### src/rtl/control_sequencer.sv
// control_sequencer: four-state instruction sequencer (IDLE -> DECODE -> EXEC)
// that turns 3-bit opcodes into one-cycle, registered datapath control pulses.
// Each instruction takes three cycles. HALT parks the FSM until reset.
module control_sequencer (
    input  logic       MainClock,
    input  logic       MainReset,
    input  logic [2:0] InstrIn,
    input  logic       InstrValid,
    output logic       Ready,
    output logic       LatchA,
    output logic       LatchB,
    output logic       EnableIn,
    output logic       EnableA,
    output logic       EnableAlu,
    output logic       AddSub,
    output logic       EnableOut,
    output logic       Halted,
    output logic [7:0] InstrCount
);

    typedef enum logic [1:0] {
        ST_IDLE   = 2'd0,
        ST_DECODE = 2'd1,
        ST_EXEC   = 2'd2,
        ST_HALT   = 2'd3
    } state_t;

    typedef enum logic [2:0] {
        OP_NOP  = 3'b000,
        OP_LDA  = 3'b001,
        OP_LDB  = 3'b010,
        OP_ADD  = 3'b011,
        OP_SUB  = 3'b100,
        OP_OUTA = 3'b101,
        OP_ADDO = 3'b110,
        OP_HALT = 3'b111
    } opcode_t;

    typedef struct packed {
        logic latch_a;
        logic latch_b;
        logic en_in;
        logic en_a;
        logic en_alu;
        logic add_sub;
        logic en_out;
    } ctrl_t;

    state_t     r_state;
    state_t     w_state_next;
    opcode_t    r_instr;
    ctrl_t      r_ctrl;
    ctrl_t      w_ctrl_next;
    logic [7:0] r_count;
    logic       w_accept;
    logic       w_retire;

    // Next-state logic; control values are decoded in DECODE so that the
    // registered outputs are valid for exactly the EXEC cycle.
    always_comb begin
        w_state_next = r_state;
        w_ctrl_next  = '0;
        w_accept     = 1'b0;
        w_retire     = 1'b0;
        case (r_state)
            ST_IDLE: begin
                if (InstrValid) begin
                    w_accept     = 1'b1;
                    w_state_next = ST_DECODE;
                end
            end
            ST_DECODE: begin
                w_state_next = ST_EXEC;
                case (r_instr)
                    OP_LDA: begin
                        w_ctrl_next.en_in   = 1'b1;
                        w_ctrl_next.latch_a = 1'b1;
                    end
                    OP_LDB: begin
                        w_ctrl_next.en_in   = 1'b1;
                        w_ctrl_next.latch_b = 1'b1;
                    end
                    OP_ADD: begin
                        w_ctrl_next.en_alu  = 1'b1;
                        w_ctrl_next.latch_a = 1'b1;
                    end
                    OP_SUB: begin
                        w_ctrl_next.en_alu  = 1'b1;
                        w_ctrl_next.latch_a = 1'b1;
                        w_ctrl_next.add_sub = 1'b1;
                    end
                    OP_OUTA: begin
                        w_ctrl_next.en_a   = 1'b1;
                        w_ctrl_next.en_out = 1'b1;
                    end
                    OP_ADDO: begin
                        w_ctrl_next.en_alu = 1'b1;
                        w_ctrl_next.en_out = 1'b1;
                    end
                    default: w_ctrl_next = '0;
                endcase
            end
            ST_EXEC: begin
                w_retire     = (r_instr != OP_HALT);
                w_state_next = (r_instr == OP_HALT) ? ST_HALT : ST_IDLE;
            end
            ST_HALT: w_state_next = ST_HALT;
            default: w_state_next = ST_IDLE;
        endcase
    end

    // State register.
    always_ff @(posedge MainClock or posedge MainReset) begin
        if (MainReset) r_state <= ST_IDLE;
        else           r_state <= w_state_next;
    end

    // Instruction register, loaded only on acceptance so InstrIn is ignored while busy.
    always_ff @(posedge MainClock or posedge MainReset) begin
        if (MainReset)     r_instr <= OP_NOP;
        else if (w_accept) r_instr <= opcode_t'(InstrIn);
    end

    // Registered control outputs for glitch-free datapath enables.
    always_ff @(posedge MainClock or posedge MainReset) begin
        if (MainReset) r_ctrl <= '0;
        else           r_ctrl <= w_ctrl_next;
    end

    // Executed-instruction counter, bumped when leaving EXEC (wraps naturally).
    always_ff @(posedge MainClock or posedge MainReset) begin
        if (MainReset)     r_count <= '0;
        else if (w_retire) r_count <= r_count + 8'd1;
    end

    assign Ready      = (r_state == ST_IDLE);
    assign Halted     = (r_state == ST_HALT);
    assign LatchA     = r_ctrl.latch_a;
    assign LatchB     = r_ctrl.latch_b;
    assign EnableIn   = r_ctrl.en_in;
    assign EnableA    = r_ctrl.en_a;
    assign EnableAlu  = r_ctrl.en_alu;
    assign AddSub     = r_ctrl.add_sub;
    assign EnableOut  = r_ctrl.en_out;
    assign InstrCount = r_count;

endmodule

### config.mk
export PLATFORM = sky130hd
export DESIGN_NAME = control_sequencer
export DESIGN_NICKNAME = d
export VERILOG_FILES = /design/src/rtl/control_sequencer.sv
export SDC_FILE = /design/constraint.sdc
export NUM_CORES = 1
export LEC_CHECK = 0
export CELL_PAD_IN_SITES_DETAIL_PLACEMENT = 0
export CELL_PAD_IN_SITES_GLOBAL_PLACEMENT = 1
export CORE_MARGIN = 2
export CORE_UTILIZATION = 32
export DETAILED_ROUTE_END_ITERATION = 6
export MAX_ROUTING_LAYER = met4
export PLACE_DENSITY = 0.78
export SLEW_MARGIN = 20
export SYNTH_ARGS = -nofsm -noshare
export SYNTH_HDL_FRONTEND = slang
export SYNTH_SLANG_ARGS = --single-unit
### constraint.sdc
create_clock -name MainClock -period 1.3 [get_ports MainClock]
set_input_delay 0.325 -clock MainClock [delete_from_list [all_inputs] [get_ports MainClock]]
set_output_delay 0.325 -clock MainClock [all_outputs]
set_load 0.02 [all_outputs]
==> metrics.csv <==
stage,metric,value,unit
synth,synth_top_cell_area_share,57.64,%
global_routing,grt_util_met2,18.49,%
placed_design,place_ws,-0.2957,ns
status,failed_checks,negative setup slack,
synth,yosysSeqAreaShare,57.64,%
placed_design,place_congestion,0.6964,
placed_design,dp_hpwl,1184,µm
layout,drive_gt1_share,47.86,%
clock_network,cts_root_buf,clkbuf_4,
floorplan,fp-row-count,18,
clock_network,clock-sinks,20,
floorplan,die_h,56.09,µm
synth,synth_nets,79,
setup_path,crit_path_max_incr_delay,0.47,ns
synth,netlist_instances,72,
layout,nets,125,
global_routing,grt_util_all_layers,11.83,%
setup_path,reg2reg_slack,-0.15,ns
placed_design,portBuffers,22,
clock_network,cts.clk_slew.worst_paths,0.11,ns
route,drtPass1Iterations,2,
synth,synth-edff-count,0,
floorplan,die_area,3146,µm²
hold_path,hold_path_class,primary input to async pin,
sta,slew_headroom,83.99,%
synth,synthFlopType,dfrtp_1,
sta,finalSetupTns,-0.6503,ns
setup_path,critPathCaptureType,flip-flop,
run,drv_cap,0,
clock_network,cts_tree,built,
layout,area_delta_synth_final,50.58,%
setup_path,crit_family,simple AND/OR/NAND/NOR gates,
global_routing,grt_util_met3,3.023,%
setup_path,required,1.49,ns
sta,tightest_slew,0.2401,ns
floorplan,ios,23,
global_routing,top_usage_layer,met2,
synth,synth_common_cells,"dfrtp_1 (20), nor2_1 (6), xnor2_1 (6), mux2_2 (5), nor3_1 (4)",
route,drt.antenna.violating_nets,0,
floorplan,start_util,34.42,%
clock_network,clock_latency,0.29,ns
sta,whs,0.3364,ns
sta,finalClockSkew,0.008239,ns
synth,syn_area,868.3,µm²
clock_network,cts_buffers,3,
layout,stdcell_count,147,
layout,diodes,0,
route,drt-total-wl,1713,µm
route,via_count,673,
synth,yosys-top-cells-area,"dfrtp_1 (58%), mux2_2 (6.5%), xnor2_1 (6.1%)",
sta,setup_ws,-0.1493,ns
global_routing,antenna_found_initial,0,
setup_path,crit_arrival,1.64,ns
synth,yosysMostFrequentCell,dfrtp_1,
route,drt_iter0_drc,7,
global_routing,grt_max_degree,21,
clock_network,cts_max_path_buffers,2,
placed_design,numPlacedInstances,138,
power_and_ir_drop,leakage,0.6462,nW
setup_path,startpoint,r_state[1],
sta,hold_viol_final,0,
setup_path,crit_buf_inv,1,
sta,grt_setup_unrepaired,yes,
synth,synth_area_per_cell,12.06,µm²
setup_path,rr_startpoint,r_state[1],
setup_path,critPathKind,flip-flop to flip-flop,
route,drc,0,
sta,finalSetupViolations,7,
synth,synth_warnings,0,
sta,period_share,111.5,%
route,vias_per_cell,4.578,
synth,synth_top_cell_by_area,dfrtp_1,
sta,fmax,690.0,MHz
global_routing,met1_usage,14.47,%
sta,slew_viol_final,0,
synth,ys_types,27,
route,wl_per_cell,11.65,µm
setup_path,crit_path_start_kind,flip-flop,
floorplan,die_width,56.09,µm
global_routing,grt_pass1_vias,663,
floorplan,coreArea,2522,µm²
power_and_ir_drop,max-vdd-ir-drop,1.241,mV
setup_path,reg2regPathDepth,4,
setup_path,cp.depth,4,
sta,min_period,1.449,ns
setup_path,r2r-end,InstrCount[7],
global_routing,grt.overflow.total,0,
power_and_ir_drop,total_power,3.058,mW
power_and_ir_drop,power_density,2339,nW/µm²
clock_network,htreeDepth,1,
synth,ys_ff_latch,20,
synth,synthArstFlopShare,100.0,%
setup_path,crit_fanout,5,
global_routing,grt_pass1_wl,2884,µm
setup_path,slowest_stage,or4b_4,
setup_path,crit_chain,buf_6 -> and4b_1 -> or4b_4 -> xnor2_1,
status,status,finished with violations,
[where the power goes]
part           switching (mW)  internal (mW)  total (mW)
clock network           0.174          0.119       0.293
registers               0.160          0.856        1.02
logic                   0.813          0.936        1.75
total                    1.15           1.91        3.06
[worst max-delay path by stage]
stage	endpoint	slack (ns)
6_report	InstrCount[7]	-0.15
3_5_place_dp	r_instr[0]	-0.30
3_3_place_gp	r_instr[2]	-0.26
5_1_grt	InstrCount[7]	-0.21
2_1_floorplan	InstrCount[7]	-0.11
4_1_cts	InstrCount[7]	-0.18
[sequential cells by signal, indices dropped and copies added, names as in the netlist]
signal	cells
LatchA	1
InstrCount	8
r_state	2
AddSub	1
EnableIn	1
EnableOut	1
EnableA	1
EnableAlu	1
LatchB	1
r_instr	3
[cell families (layout without fill, tap and decap cells)]
group,count (synthesis),in the layout,synth area share [%]
xor gates and xnor gates,8,8,8.069
adders and majority gates,1,1,1.441
muxes,6,6,7.636
AOI/OAI and AO/OA,2,2,1.730
and+or+nand+nor,29,29,20.03
DFF,20,20,57.64
buffers and inverters,6,51,3.458
[tightest hold or removal path, cell delays in order]
cell and delay (ns):
clkdlybuf4s50_1 0.40, inv_1 0.05, buf_4 0.25
[cell type report]
cell class / count / area [µm²]
fill: 240 / 1215
sequential: 20 / 505.5
multi-input combinational: 46 / 389.1
timing repair buffer: 45 / 341.6
tap: 30 / 37.54
clock buffer: 4 / 26.28
inverter: 2 / 7.507
[placed cells by master (no fill, tap or decap), types with 2 or more instances in the layout]
cell type	synthesis	routed
nor3_2	0	2
buf_2	3	9
dfrtp_2	0	4
nor2_1	6	6
nand2_1	2	2
nand3b_1	3	3
clkbuf_4	0	3
clkdlybuf4s50_1	0	5
buf_6	0	3
mux2_4	0	4
nand3_1	3	3
xor2_1	2	2
clkbuf_2	0	3
clkdlybuf4s15_1	0	4
xnor2_1	6	6
inv_1	2	2
buf_4	1	21
nor3_1	4	2
dfrtp_1	20	16
[per-layer routing]
metal	part of all wire (%)	up-vias
met3	5.0	2
met1	45	323
met4	0.70	0
li1	-	330
met2	49	18
met5	0	-
[per-stage QoR]
stage          util [%]  area, µm²
2_1_floorplan         -      874.6
3_3_place_gp      49.26       1242
3_5_place_dp      49.26       1242
4_1_cts           50.84       1282
5_1_grt           51.84       1308
6_report          51.84       1308
[repair_timing]
action	in CTS	in global routing
endpoints found under the hold margin	0	0
endpoints found under the setup margin	21	18
pin swaps	0	1
hold buffers	0	0
gates resized for setup	59	15
setup buffers	3	2
(Power assumes the default switching activity.)
